**src/rtl/count_down_timer_pkg.sv**
```systemverilog
// Shared FSM states, edit-field codes, BCD limits and the wrapping BCD increment
// for the countdown timer front end.
package count_down_timer_pkg;

    typedef enum logic [2:0] {
        ST_IDLE,
        ST_EDIT_H,
        ST_EDIT_M,
        ST_EDIT_S,
        ST_LOAD_PLAY,
        ST_RUN,
        ST_PAUSE,
        ST_ALARM
    } state_e;

    localparam logic [1:0] EF_NONE = 2'd0;
    localparam logic [1:0] EF_HOUR = 2'd1;
    localparam logic [1:0] EF_MIN  = 2'd2;
    localparam logic [1:0] EF_SEC  = 2'd3;

    localparam logic [7:0] HOUR_MAX    = 8'h23;
    localparam logic [7:0] MIN_SEC_MAX = 8'h59;

    // Values at or beyond the limit wrap to zero so a corrupted field self-heals.
    function automatic logic [7:0] bcd_inc(input logic [7:0] value, input logic [7:0] max);
        logic [7:0] res;
        if (value >= max) begin
            res = 8'h00;
        end else if (value[3:0] >= 4'd9) begin
            res = {value[7:4] + 4'd1, 4'h0};
        end else begin
            res = value + 8'd1;
        end
        return res;
    endfunction

endpackage

```
**src/rtl/count_down_timer_ctrl_key_debounce.sv**
```systemverilog
// Key debouncer: 2-flop synchronizer, stable-level counter, one-cycle press pulse.
// Latency: DEBOUNCE_MS+2 cycles from a stable raw level to key_press.
// Backpressure: none; pulses are fire-and-forget.
module key_debounce #(
    parameter int DEBOUNCE_MS = 20
) (
    input  logic clk_1k,
    input  logic rst_n,
    input  logic key_raw,
    output logic key_lvl,
    output logic key_press
);

    localparam int CNT_W = (DEBOUNCE_MS > 1) ? $clog2(DEBOUNCE_MS) : 1;
    localparam logic [CNT_W-1:0] CNT_LAST = CNT_W'(DEBOUNCE_MS - 1);

    logic sync1_q, sync1_d;
    logic sync2_q, sync2_d;
    logic lvl_q, lvl_d;
    logic press_q, press_d;
    logic [CNT_W-1:0] cnt_q, cnt_d;

    // The counter only advances while the synchronized level disagrees with the
    // accepted level, so any bounce back restarts the qualification window.
    always_comb begin
        sync1_d = key_raw;
        sync2_d = sync1_q;
        lvl_d   = lvl_q;
        press_d = 1'b0;
        cnt_d   = '0;
        if (sync2_q != lvl_q) begin
            if (cnt_q == CNT_LAST) begin
                lvl_d   = sync2_q;
                press_d = sync2_q;
            end else begin
                cnt_d = cnt_q + 1'b1;
            end
        end
    end

    always_ff @(posedge clk_1k) begin
        if (!rst_n) begin
            sync1_q <= 1'b0;
            sync2_q <= 1'b0;
            lvl_q   <= 1'b0;
            press_q <= 1'b0;
            cnt_q   <= '0;
        end else begin
            sync1_q <= sync1_d;
            sync2_q <= sync2_d;
            lvl_q   <= lvl_d;
            press_q <= press_d;
            cnt_q   <= cnt_d;
        end
    end

    assign key_lvl   = lvl_q;
    assign key_press = press_q;

endmodule

```
**src/rtl/count_down_timer_ctrl.sv**
```systemverilog
// Countdown timer front end: debounced keys, edit/run FSM, BCD preset, set/play/stop pulses.
// Latency: command pulse registered one cycle after the press event; optional KEY_REPEAT_EN adds inc auto-repeat.
// Backpressure: none; the timer must accept every one-cycle command pulse.
module count_down_timer_ctrl
    import count_down_timer_pkg::*;
#(
    parameter int DEBOUNCE_MS      = 20,
    parameter int ALARM_TIMEOUT_MS = 10000,
    parameter int REPEAT_DELAY_MS  = 500,
    parameter int REPEAT_RATE_MS   = 100
) (
    input  logic       clk_1k,
    input  logic       rst_n,
    input  logic       key_mode,
    input  logic       key_inc,
    input  logic       key_start,
    input  logic       counting,
    input  logic       ring,
    output logic       set,
    output logic       play,
    output logic       stop,
    output logic [7:0] hour_bcd_in,
    output logic [7:0] minute_bcd_in,
    output logic [7:0] second_bcd_in,
    output logic [1:0] edit_field,
    output logic       alarm_active
);

    localparam int TMO_W = (ALARM_TIMEOUT_MS > 1) ? $clog2(ALARM_TIMEOUT_MS) : 1;
    localparam logic [TMO_W-1:0] TMO_LAST = TMO_W'(ALARM_TIMEOUT_MS - 1);

    logic mode_press, inc_press, start_press;
    logic mode_lvl, inc_lvl, start_lvl;
    logic inc_ev, in_edit, preset_nz, unused_lvl;

    state_e state_q, state_d;
    logic [7:0] hour_q, hour_d, min_q, min_d, sec_q, sec_d;
    logic set_q, set_d, play_q, play_d, stop_q, stop_d;
    logic ring_q, ring_d, counting_q, counting_d;
    logic [TMO_W-1:0] tmo_q, tmo_d;

    key_debounce #(.DEBOUNCE_MS(DEBOUNCE_MS)) u_db_mode (
        .clk_1k(clk_1k), .rst_n(rst_n), .key_raw(key_mode), .key_lvl(mode_lvl), .key_press(mode_press)
    );
    key_debounce #(.DEBOUNCE_MS(DEBOUNCE_MS)) u_db_inc (
        .clk_1k(clk_1k), .rst_n(rst_n), .key_raw(key_inc), .key_lvl(inc_lvl), .key_press(inc_press)
    );
    key_debounce #(.DEBOUNCE_MS(DEBOUNCE_MS)) u_db_start (
        .clk_1k(clk_1k), .rst_n(rst_n), .key_raw(key_start), .key_lvl(start_lvl), .key_press(start_press)
    );

    assign in_edit   = state_q inside {ST_EDIT_H, ST_EDIT_M, ST_EDIT_S};
    assign preset_nz = |{hour_q, min_q, sec_q};

`ifdef KEY_REPEAT_EN
    localparam int REP_MAX = (REPEAT_DELAY_MS > REPEAT_RATE_MS) ? REPEAT_DELAY_MS : REPEAT_RATE_MS;
    localparam int REP_W = $clog2(REP_MAX + 1);
    localparam logic [REP_W-1:0] REP_DELAY_LAST = REP_W'(REPEAT_DELAY_MS - 1);
    localparam logic [REP_W-1:0] REP_RATE_LAST  = REP_W'(REPEAT_RATE_MS - 1);

    logic [REP_W-1:0] rep_cnt_q, rep_cnt_d;
    logic rep_armed_q, rep_armed_d, rep_fire;

    // First repeat waits the long delay, then the armed flag switches to the short period.
    always_comb begin
        rep_cnt_d   = rep_cnt_q;
        rep_armed_d = rep_armed_q;
        rep_fire    = 1'b0;
        if (!inc_lvl || !in_edit) begin
            rep_cnt_d   = '0;
            rep_armed_d = 1'b0;
        end else if (rep_cnt_q == (rep_armed_q ? REP_RATE_LAST : REP_DELAY_LAST)) begin
            rep_cnt_d   = '0;
            rep_armed_d = 1'b1;
            rep_fire    = 1'b1;
        end else begin
            rep_cnt_d = rep_cnt_q + 1'b1;
        end
    end

    always_ff @(posedge clk_1k) begin
        if (!rst_n) begin
            rep_cnt_q   <= '0;
            rep_armed_q <= 1'b0;
        end else begin
            rep_cnt_q   <= rep_cnt_d;
            rep_armed_q <= rep_armed_d;
        end
    end

    assign inc_ev     = inc_press | rep_fire;
    assign unused_lvl = mode_lvl ^ start_lvl;
`else
    localparam int unused_repeat_ms = REPEAT_DELAY_MS + REPEAT_RATE_MS;
    assign inc_ev     = inc_press;
    assign unused_lvl = mode_lvl ^ start_lvl ^ inc_lvl;
`endif

    // if/else order inside each state encodes start > mode > inc.
    always_comb begin
        state_d    = state_q;
        hour_d     = hour_q;
        min_d      = min_q;
        sec_d      = sec_q;
        set_d      = 1'b0;
        play_d     = 1'b0;
        stop_d     = 1'b0;
        ring_d     = ring;
        counting_d = counting;
        tmo_d      = '0;
        case (state_q)
            ST_IDLE: begin
                if (start_press) begin
                    if (preset_nz) begin
                        set_d   = 1'b1;
                        state_d = ST_LOAD_PLAY;
                    end
                end else if (mode_press) begin
                    state_d = ST_EDIT_H;
                end
            end
            ST_EDIT_H, ST_EDIT_M, ST_EDIT_S: begin
                if (start_press) begin
                    set_d   = 1'b1;
                    state_d = preset_nz ? ST_LOAD_PLAY : ST_IDLE;
                end else if (mode_press) begin
                    case (state_q)
                        ST_EDIT_H: state_d = ST_EDIT_M;
                        ST_EDIT_M: state_d = ST_EDIT_S;
                        default: begin
                            set_d   = 1'b1;
                            state_d = ST_IDLE;
                        end
                    endcase
                end else if (inc_ev) begin
                    case (state_q)
                        ST_EDIT_H: hour_d = bcd_inc(hour_q, HOUR_MAX);
                        ST_EDIT_M: min_d  = bcd_inc(min_q, MIN_SEC_MAX);
                        default:   sec_d  = bcd_inc(sec_q, MIN_SEC_MAX);
                    endcase
                end
            end
            ST_LOAD_PLAY: begin
                play_d  = 1'b1;
                state_d = ST_RUN;
            end
            ST_RUN: begin
                if (start_press) begin
                    stop_d  = 1'b1;
                    state_d = ST_PAUSE;
                end else if (ring && !ring_q) begin
                    state_d = ST_ALARM;
                end else if (counting_q && !counting && !ring) begin
                    state_d = ST_IDLE;
                end
            end
            ST_PAUSE: begin
                if (start_press) begin
                    play_d  = 1'b1;
                    state_d = ST_RUN;
                end else if (mode_press) begin
                    set_d   = 1'b1;
                    state_d = ST_IDLE;
                end
            end
            ST_ALARM: begin
                if (start_press || mode_press || inc_press || (tmo_q == TMO_LAST)) begin
                    set_d   = 1'b1;
                    state_d = ST_IDLE;
                end else begin
                    tmo_d = tmo_q + 1'b1;
                end
            end
            default: state_d = ST_IDLE;
        endcase
    end

    always_ff @(posedge clk_1k) begin
        if (!rst_n) begin
            state_q    <= ST_IDLE;
            hour_q     <= 8'h00;
            min_q      <= 8'h00;
            sec_q      <= 8'h00;
            set_q      <= 1'b0;
            play_q     <= 1'b0;
            stop_q     <= 1'b0;
            ring_q     <= 1'b0;
            counting_q <= 1'b0;
            tmo_q      <= '0;
        end else begin
            state_q    <= state_d;
            hour_q     <= hour_d;
            min_q      <= min_d;
            sec_q      <= sec_d;
            set_q      <= set_d;
            play_q     <= play_d;
            stop_q     <= stop_d;
            ring_q     <= ring_d;
            counting_q <= counting_d;
            tmo_q      <= tmo_d;
        end
    end

    always_comb begin
        edit_field = EF_NONE;
        case (state_q)
            ST_EDIT_H: edit_field = EF_HOUR;
            ST_EDIT_M: edit_field = EF_MIN;
            ST_EDIT_S: edit_field = EF_SEC;
            default:   edit_field = EF_NONE;
        endcase
    end

    assign alarm_active  = (state_q == ST_ALARM);
    assign set           = set_q;
    assign play          = play_q;
    assign stop          = stop_q;
    assign hour_bcd_in   = hour_q;
    assign minute_bcd_in = min_q;
    assign second_bcd_in = sec_q;

endmodule

```
**config.mk**
```make
export PLATFORM = sky130hd
export DESIGN_NAME = count_down_timer_ctrl
export DESIGN_NICKNAME = d
export VERILOG_FILES = /design/src/rtl/count_down_timer_pkg.sv /design/src/rtl/count_down_timer_ctrl_key_debounce.sv /design/src/rtl/count_down_timer_ctrl.sv
export SDC_FILE = /design/constraint.sdc
export NUM_CORES = 1
export LEC_CHECK = 0
export BUFFER_PORTS_ARGS = -buffer_cell sky130_fd_sc_hd__buf_2
export CAP_MARGIN = 10
export CORE_AREA = 2 2 92 94
export DETAILED_ROUTE_END_ITERATION = 16
export DIE_AREA = 0 0 94 96
export SETUP_SLACK_MARGIN = 0.4
export SKIP_CTS_REPAIR_TIMING = 1
export SYNTH_ARGS = -nofsm -noshare
export SYNTH_HDL_FRONTEND = slang
export SYNTH_HIERARCHICAL = 1
export SYNTH_SLANG_ARGS = --single-unit
export TNS_END_PERCENT = 100
```
**constraint.sdc**
```tcl
create_clock -name clk_1k -period 2.3 [get_ports clk_1k]
set_input_delay 0.23 -clock clk_1k [delete_from_list [all_inputs] [get_ports clk_1k]]
set_output_delay 0.23 -clock clk_1k [all_outputs]
set_load 0.01 [all_outputs]
```
==> results.json, run 1 <==
{
  "grt_max_degree": 20,
  "hold_path.class": "in -> reg",
  "cts.path.max_buffers": 2,
  "synth.distinct_cells": 61,
  "arrival_ps": 2190,
  "criticalPathCategory": "reg -> reg",
  "required_ps": 2560,
  "r2r_start": "hour_bcd_in[0]$_SDFFE_PN0P_",
  "fp.dieH_um": 96,
  "min_from": "key_start",
  "synth-edff-count": 0,
  "dp_hpwl_um": 5020,
  "ys_async_sr_fraction_pct": 0,
  "critPathCaptureType": "flip-flop",
  "path_cells": "inv_4 -> ha_4 -> or4b_4 -> nor3_4 -> nand4_4 -> and2_4 -> a211oi_2",
  "rsz0062_at_grt": "yes",
  "n_fill_cell": 739,
  "drcViolationCount": 0,
  "wirelength_um": 6980,
  "worst_pin_slew_ps": 439,
  "drive_gt1_share_pct": 20.7,
  "synthXorXnorAreaFrac_pct": 6.90,
  "ant_nets": 0,
  "grt_usage_pct": 15.8,
  "synth_cells": 392,
  "fp.dieW_um": 94,
  "p_leak_uw": 0.00164,
  "gp_congestion": 0.783,
  "synth_compound_area_share_pct": 10.5,
  "cts_root_buf": "clkbuf_8",
  "ys_warn_count": 6,
  "p_total_uw": 2520,
  "synth.yosys.seq_area_share_pct": 41.1,
  "fin_crit_sh_pct": 83.6,
  "p_per_area_nw_per_um2": 601,
  "ff_latch_area_um2": 1470,
  "h-tree-depth": 3,
  "multi_input_area_um2": 2040,
  "muxShareOfSynthArea_pct": 0.845,
  "relSlewSlack_pct": 70.7,
  "crit_fanout": 6,
  "wire_per_inst_um": 12.8,
  "clock_latency_ps": 340,
  "start_util_pct": 44.1,
  "grt_pass1_wl_um": 11400,
  "crit_slowest_cell": "or4b_4",
  "ys_top_cells_by_count": "dfxtp_1, nor2_1, ha_1, nand2_1, inv_1",
  "synth_area_um2": 3550,
  "antennaDiodeCount": 0,
  "synth_flop_cell": "dfxtp_1",
  "cts_inserted_buffers": 9,
  "vias_per_cell": 5.18,
  "finalSetupViolCount": 0,
  "dr.first_iter.drc_count": 132,
  "drt_pass1_iterations": 4,
  "crit_start": "hour_bcd_in[0]$_SDFFE_PN0P_",
  "synth.most_common_cell": "dfxtp_1",
  "synth_top_area_cell": "dfxtp_1",
  "cts_tree": "yes",
  "synthSimpleGateAreaFrac_pct": 27.9,
  "synth_top_family_by_area": "simple AND/OR/NAND/NOR gates",
  "max_freq_mhz": 520,
  "syn_nets": 423,
  "area_growth_pct": 18.0,
  "rows": 33,
  "r2r_end": "state_q[2]$_SDFFE_PN0P_",
  "vias": 2824,
  "syn_avg_cell_area_um2": 9.06,
  "nNetsFinal": 466,
  "grt.overflow.total": 0,
  "peakVddDrop_mv": 0.342,
  "ys_seq_elements": 73,
  "io_buffers": 36,
  "status": "finished clean",
  "clock_skew_ps": 9.89,
  "hold_depth": 2,
  "critical_path.max_stage_delay_ps": 460,
  "yosys.area_share.adder_pct": 8.45,
  "startpoint_type": "flip-flop",
  "final.min_clock_period_ps": 1920,
  "cts.sinks": 73,
  "fin_worst_hold_slack_ps": 95.3,
  "antenna_found_initial": 0,
  "maxCapViolCount": 0,
  "timing.setup.tns_ps": 0,
  "design.core.area_um2": 8050,
  "clkTransAtPathRegs_ps": 70,
  "reg2reg_slack_ps": 380,
  "synth_area_leaders": "dfxtp_1, ha_1, nor2_1",
  "holdPathEnd": "u_db_start/sync1_q$_SDFF_PN0_",
  "grt_pass1_vias": 2498,
  "hold_violations": 0,
  "io_pins": 37,
  "synth_top_area_share_pct": 41.1,
  "die_area_um2": 9020,
  "rr_worst_depth": 7,
  "finalMaxSlewViolations": 0
}
==> worst max-delay path: cells and delay by family, from the launching register on <==
| kind | cells | cell delay (ps) |
|---|---|---|
| AND/OR/NAND/NOR | 4 | 1100 |
| flip-flops | 1 | 380 |
| AO/OA/AOI/OAI | 1 | 200 |
| adder cells (fa/ha/maj) | 1 | 110 |
| buffers and inverters | 1 | 60 |
==> metal layers <==
layer	up-vias	part of all wire (%)	routed length [um]	track usage, %
li1	1457	-	-	-
met1	1319	48	3350	20.6
met2	37	47	3280	25.9
met3	11	3.5	246	3.13
met4	0	1.5	104	6.04
met5	-	0	0	0
==> cell families after synthesis <==
| family | Yosys count |
|---|---|
| AO/OA/AOI/OAI | 59 |
| flip-flops | 73 |
| multiplexers | 3 |
| buffers and inverters | 32 |
| XOR/XNOR | 28 |
| AND/OR/NAND/NOR | 173 |
| adder cells (fa/ha/maj) | 24 |
==> area by class of cell <==
class	count	area share (%)
multi-input combinational	287	48.7
sequential	73	35.0
timing repair buffer	41	5.19
clock buffer	11	3.37
tap	105	3.13
clock inverter	5	2.45
inverter	23	2.18
==> worst max-delay path by stage <==
stage	to	slack, ps
CTS	state_q[2]$_SDFFE_PN0P_	300
global route	state_q[2]$_SDFFE_PN0P_	270
global placement	state_q[1]$_SDFFE_PN0P_	400
floorplan	state_q[1]$_SDFFE_PN0P_	460
detailed placement	state_q[2]$_SDFFE_PN0P_	320
finish	state_q[2]$_SDFFE_PN0P_	380
==> registers in the layout (all words and copies together) (netlist names), 3 cells and up <==
name              flops
second_bcd_in         8
tmo_q                14
hour_bcd_in           8
u_db_inc/cnt_q        5
u_db_start/cnt_q      5
u_db_mode/cnt_q       5
minute_bcd_in         8
state_q               3
==> stage by stage <==
stage,instances,utilization (%),area [um2],setup WS [ps]
CTS,543,50.5,4070,298
finish,545,52.1,4190,376
global route,545,52.1,4190,272
floorplan,392,-,3550,457
detailed placement,527,47.5,3820,318
global placement,527,47.5,3820,400
==> where the power goes <==
group          leakage, uW  switching, uW  total, uW  internal, uW
registers         0.000591           3.55       1270          1270
logic             0.000933           22.4       36.0          13.6
clock network     0.000120            465       1210           749
==> cell usage in the layout, fill, tap and decap left out, types with 2 or more instances in the layout <==
master	count
nor4_4	2
ha_1	23
and4_1	3
a31oi_1	3
nand3_1	18
buf_2	36
clkbuf_8	10
nor4_1	2
or2_2	2
a21oi_1	19
nand2_1	23
dfxtp_4	2
o22ai_1	2
bufinv_16	3
buf_4	5
inv_1	20
nor3_1	12
nor3b_1	5
mux2i_1	3
xor2_1	17
a211oi_2	4
nand4b_1	4
dfxtp_1	71
nor2_1	43
and4bb_4	3
nor2b_1	9
inv_4	2
and3_1	7
xnor2_1	11
and2_1	9
nand4_1	11
a41oi_1	2
o21ai_1	7
o21ai_0	8
nand3b_1	3
No activity file was read; power rests on OpenSTA's default activity.
==> inputs of run 2 (changes only) <==
Clock period 2.3 ns to 1.9 ns, I/O delays scaled along.
==> results.json, run 2 (synthesis results as in run 1) <==
{
  "status": "finished with violations",
  "violations": "setup timing",
  "hold_path.class": "in -> reg",
  "nNetsFinal": 486,
  "p_sw_uw": 631,
  "largest_register_ffs": 14,
  "cts_root_buf": "clkbuf_8",
  "min_from": "key_inc",
  "fp.dieW_um": 94,
  "maxCapViolCount": 0,
  "vias": 2937,
  "wirelength_um": 7440,
  "dp_hpwl_um": 5250,
  "finalMaxSlewViolations": 0,
  "rr_worst_depth": 7,
  "antennaDiodeCount": 0,
  "clkPwrFrac_pct": 45.7,
  "p_total_uw": 2920,
  "worst_pin_slew_ps": 447,
  "criticalPathCategory": "reg -> reg",
  "relSlewSlack_pct": 70.2,
  "fin_worst_hold_slack_ps": 54.0,
  "p_per_area_nw_per_um2": 653,
  "drt_pass1_iterations": 4,
  "max_freq_mhz": 519,
  "finalSetupViolCount": 2,
  "rsz0062_at_grt": "yes",
  "cts.path.max_buffers": 2,
  "combPwrFrac_pct": 1.6,
  "final_common_cell": "dfxtp_1",
  "fin_cells": 565,
  "hold_violations": 0,
  "startpoint_type": "flip-flop",
  "gp_congestion": 0.825,
  "cts.sinks": 73,
  "reg2reg_slack_ps": -30,
  "grt_max_degree": 31,
  "clock_skew_ps": 15.1,
  "grt_usage_pct": 16.8,
  "arrival_ps": 2190,
  "crit_cells": 7,
  "required_ps": 2160,
  "final.min_clock_period_ps": 1930,
  "rows": 33,
  "final_cell_mix": "dfxtp_1, buf_2, nor2_1, buf_4",
  "p_seq_share_pct": 52.7,
  "fin_ws_ps": -27.0,
  "p_leak_uw": 0.00174,
  "n_fill_cell": 728,
  "path_cells": "inv_2 -> ha_4 -> or4b_4 -> nor3_4 -> nand4_2 -> and2_4 -> a211oi_2",
  "critical_path.max_stage_delay_ps": 460,
  "clock_latency_ps": 350,
  "p_sw_share_pct": 21.6,
  "grt_pass1_vias": 2631,
  "cts_inserted_buffers": 9,
  "start_util_pct": 44.1,
  "dr.first_iter.drc_count": 99,
  "r2r_start": "hour_bcd_in[1]$_SDFFE_PN0P_",
  "crit_start": "hour_bcd_in[1]$_SDFFE_PN0P_",
  "design.core.area_um2": 8050,
  "dpl_worst_slack_ps": -88.3,
  "critPathCaptureType": "flip-flop",
  "wire_per_inst_um": 13.2,
  "power.internal_uw": 2290,
  "fp.dieH_um": 96,
  "area_growth_pct": 25.9,
  "clkTransAtPathRegs_ps": 90,
  "cts_tree": "yes",
  "io_pins": 37,
  "ant_nets": 0,
  "crit_slowest_cell": "or4b_4",
  "timing.setup.tns_ps": -47.2,
  "worst-path-buf-inv": 1,
  "die_area_um2": 9020,
  "top_register": "tmo_q",
  "critPathTopFamily": "simple AND/OR/NAND/NOR gates",
  "antenna_found_initial": 0,
  "grt.overflow.total": 0,
  "fin_crit_sh_pct": 101,
  "dp.cells": 545,
  "h-tree-depth": 3,
  "vias_per_cell": 5.20,
  "cp-endpoint": "state_q[2]$_SDFFE_PN0P_",
  "io_buffers": 36,
  "r2r_end": "state_q[2]$_SDFFE_PN0P_",
  "drcViolationCount": 0,
  "drive_gt1_share_pct": 31.1,
  "peakVddDrop_mv": 0.395,
  "crit_fanout": 4,
  "grt_pass1_wl_um": 11900
}
[run 2: per-layer routing]
layer	vias up	global-route usage [%]	wire (um)	part of all wire (%)
met1	1390	21.9	3610	48
met3	7	3.37	238	3.2
met5	-	0	0	0
met4	0	7.25	98	1.3
met2	48	27.2	3500	47
li1	1492	-	-	-
[run 2: worst min-delay path by stage]
stage	end	cells after the start
global placement	u_db_mode/sync1_q$_SDFF_PN0_	2
detailed placement	u_db_inc/sync1_q$_SDFF_PN0_	2
finish	u_db_inc/sync1_q$_SDFF_PN0_	2
floorplan	counting_q$_SDFF_PN0_	1
global route	u_db_mode/sync1_q$_SDFF_PN0_	2
CTS	u_db_inc/sync1_q$_SDFF_PN0_	2
[run 2: through the flow]
| step | area [um2] | utilization (%) |
|---|---|---|
| final | 4470 | 55.6 |
| after global routing | 4470 | 55.6 |
| after CTS | 4240 | 52.6 |
| after detailed placement | 4020 | 49.9 |
| after global placement | 4020 | 49.9 |
| after floorplan | 3630 | - |
[run 2: power groups by stage]
stage               clock (uW)  combinational, uW  sequential, uW
finish                    1340               46.7            1540
global route              1430               53.4            1540
CTS                       1370               46.3            1540
detailed placement           0               46.2            1580
global placement             0               44.5            1580
floorplan                    0               24.4            1580
[run 2: area by class of cell]
cell class                 count  area, um2  share of cell area [%]
sequential                    73       1480                    33.1
inverter                      23       88.8                    1.99
multi-input combinational    287       2170                    48.6
clock inverter                 7       95.1                    2.13
tap                          105        131                    2.94
clock buffer                   9        124                    2.77
timing repair buffer          61        380                    8.50
==> inputs of run 3 (changes only) <==
Settings changed: SYNTH_HIERARCHICAL 1 to default.
==> results.json, run 3 <==
{
  "status": "finished clean",
  "worst_pin_slew_ps": 413,
  "synth.most_common_cell": "dfxtp_1",
  "timing.setup.tns_ps": 0,
  "synth_area_um2": 3500,
  "antenna_found_initial": 0,
  "synth.yosys.seq_area_share_pct": 41.8,
  "p_per_area_nw_per_um2": 644,
  "ys_top_cells_by_count": "dfxtp_1, nor2_1, nand2_1, nand3_1, ha_1",
  "cts_root_buf": "clkbuf_8",
  "ys_seq_elements": 73,
  "cts.path.max_buffers": 2,
  "drive_gt1_share_pct": 29.2,
  "io_buffers": 36,
  "h-tree-depth": 3,
  "final.min_clock_period_ps": 1760,
  "gp_congestion": 0.819,
  "nNetsFinal": 491,
  "peakVddDrop_mv": 0.383,
  "cts_inserted_buffers": 9,
  "final_core_util_pct": 53.8,
  "startpoint_type": "flip-flop",
  "cts_tree": "yes",
  "hold_depth": 2,
  "ys_warn_count": 0,
  "synth.distinct_cells": 57,
  "n_fill_cell": 766,
  "clkTransAtPathRegs_ps": 80,
  "grt_usage_pct": 17.2,
  "hold_path.class": "in -> reg",
  "fp.dieH_um": 96,
  "critPathCaptureType": "flip-flop",
  "fin_crit_sh_pct": 92.5,
  "antennaDiodeCount": 0,
  "max_freq_mhz": 569,
  "clock_skew_ps": 12.1,
  "dr.first_iter.drc_count": 132,
  "wirelength_um": 7580,
  "worst-path-buf-inv": 1,
  "drcViolationCount": 0,
  "cts.sinks": 73,
  "ant_nets": 0,
  "crit_cells": 7,
  "drt_pass1_iterations": 4,
  "crit_slowest_cell": "or4b_4",
  "fp.dieW_um": 94,
  "grt.overflow.total": 0,
  "grt_pass1_wl_um": 12200,
  "synth_flop_cell": "dfxtp_1",
  "path_cells": "inv_4 -> ha_4 -> or4b_4 -> nor4_4 -> nand4_1 -> a21oi_2 -> a211oi_1",
  "relSlewSlack_pct": 72.5,
  "synth_area_leaders": "dfxtp_1, ha_1, nor2_1",
  "grt_pass1_vias": 2652,
  "syn_nets": 430,
  "vias_per_cell": 5.18,
  "required_ps": 2120,
  "design_area_um2": 4330,
  "vias": 2954,
  "clock_latency_ps": 340,
  "critPathTopFamily": "simple AND/OR/NAND/NOR gates",
  "dpl_worst_slack_ps": 97.4,
  "dp_hpwl_um": 5290,
  "start_util_pct": 43.5,
  "p_leak_uw": 0.00173,
  "rr_worst_depth": 7,
  "final_common_cell": "dfxtp_1",
  "critical_path.max_stage_delay_ps": 470,
  "io_pins": 37,
  "fin_worst_hold_slack_ps": 53.6,
  "place_area_um2": 3890,
  "synth_top_area_cell": "dfxtp_1",
  "hold_violations": 0,
  "wire_per_inst_um": 13.3,
  "top_register": "tmo_q",
  "largest_register_ffs": 14,
  "synth_cells": 399,
  "die_area_um2": 9020,
  "rsz0062_at_grt": "yes",
  "area_growth_pct": 23.7,
  "synth-edff-count": 0,
  "fin_ws_ps": 143,
  "arrival_ps": 1980,
  "maxCapViolCount": 0,
  "finalMaxSlewViolations": 0,
  "finalSetupViolCount": 0,
  "rows": 33,
  "synth_top_area_share_pct": 41.8,
  "criticalPathCategory": "reg -> reg",
  "crit_fanout": 5,
  "final_cell_mix": "dfxtp_1, nor2_1, buf_2, nand2_1",
  "design.core.area_um2": 8050,
  "grt_max_degree": 27,
  "syn_avg_cell_area_um2": 8.77,
  "ys_async_sr_fraction_pct": 0
}
==> run 3: final timing paths <==
kind	to	from	slack, ps
max	state_q[2]$_SDFFE_PN0P_	hour_bcd_in[0]$_SDFFE_PN0P_	140
min	u_db_start.sync1_q$_SDFF_PN0_	key_start	50
max reg2reg	state_q[2]$_SDFFE_PN0P_	hour_bcd_in[0]$_SDFFE_PN0P_	140
min reg2reg	u_db_mode.sync2_q$_SDFF_PN0_	u_db_mode.sync1_q$_SDFF_PN0_	440
==> run 3: logic make-up after synthesis <==
kind of cell / Yosys count / synth area share (%)
compound gates: 60 / 11.0
xor+xnor: 27 / 6.76
fa+ha+maj: 24 / 8.58
buf+inv: 33 / 5.04
flops: 73 / 41.8
mux: 3 / 0.858
simple gates: 179 / 26.0
==> run 3: layer usage <==
layer / GRT usage (%) / up-vias / share of wire, %
li1: - / 1503 / -
met4: 4.71 / 0 / 1.4
met3: 5.64 / 6 / 4.6
met2: 27.8 / 71 / 47
met1: 22.1 / 1374 / 47
met5: 0 / - / 0
==> run 3: worst register-to-register path, stage by stage (launching register included) <==
cell and delay (ps):
dfxtp_4 370, inv_4 70, ha_4 130, or4b_4 470
nor4_4 170, nand4_1 200, a21oi_2 180, a211oi_1 50
==> run 3: metrics by stage <==
step,instances,power [uW]
2_1_floorplan,399,1620
3_3_place_gp,540,1640
3_5_place_dp,540,1640
4_1_cts,556,2830
5_1_grt,570,2900
6_report,570,2790
==> run 3: cell type report <==
type                            count  area (um2)  share of cell area [%]
Multi-Input combinational cell    293        2060                    47.6
Sequential cell                    73        1490                    34.5
Timing Repair Buffer               61         368                    8.50
Clock buffer                       12         135                    3.12
Tap cell                          105         131                    3.03
Inverter                           22        90.1                    2.08
Clock inverter                      4        53.8                    1.24
==> run 3: power breakdown <==
part	internal, uW	switching [uW]	leakage, uW	total [uW]
combinational	24.1	38.4	0.00105	62.4
clock	611	572	0.0000868	1180
sequential	1530	8.95	0.000599	1540
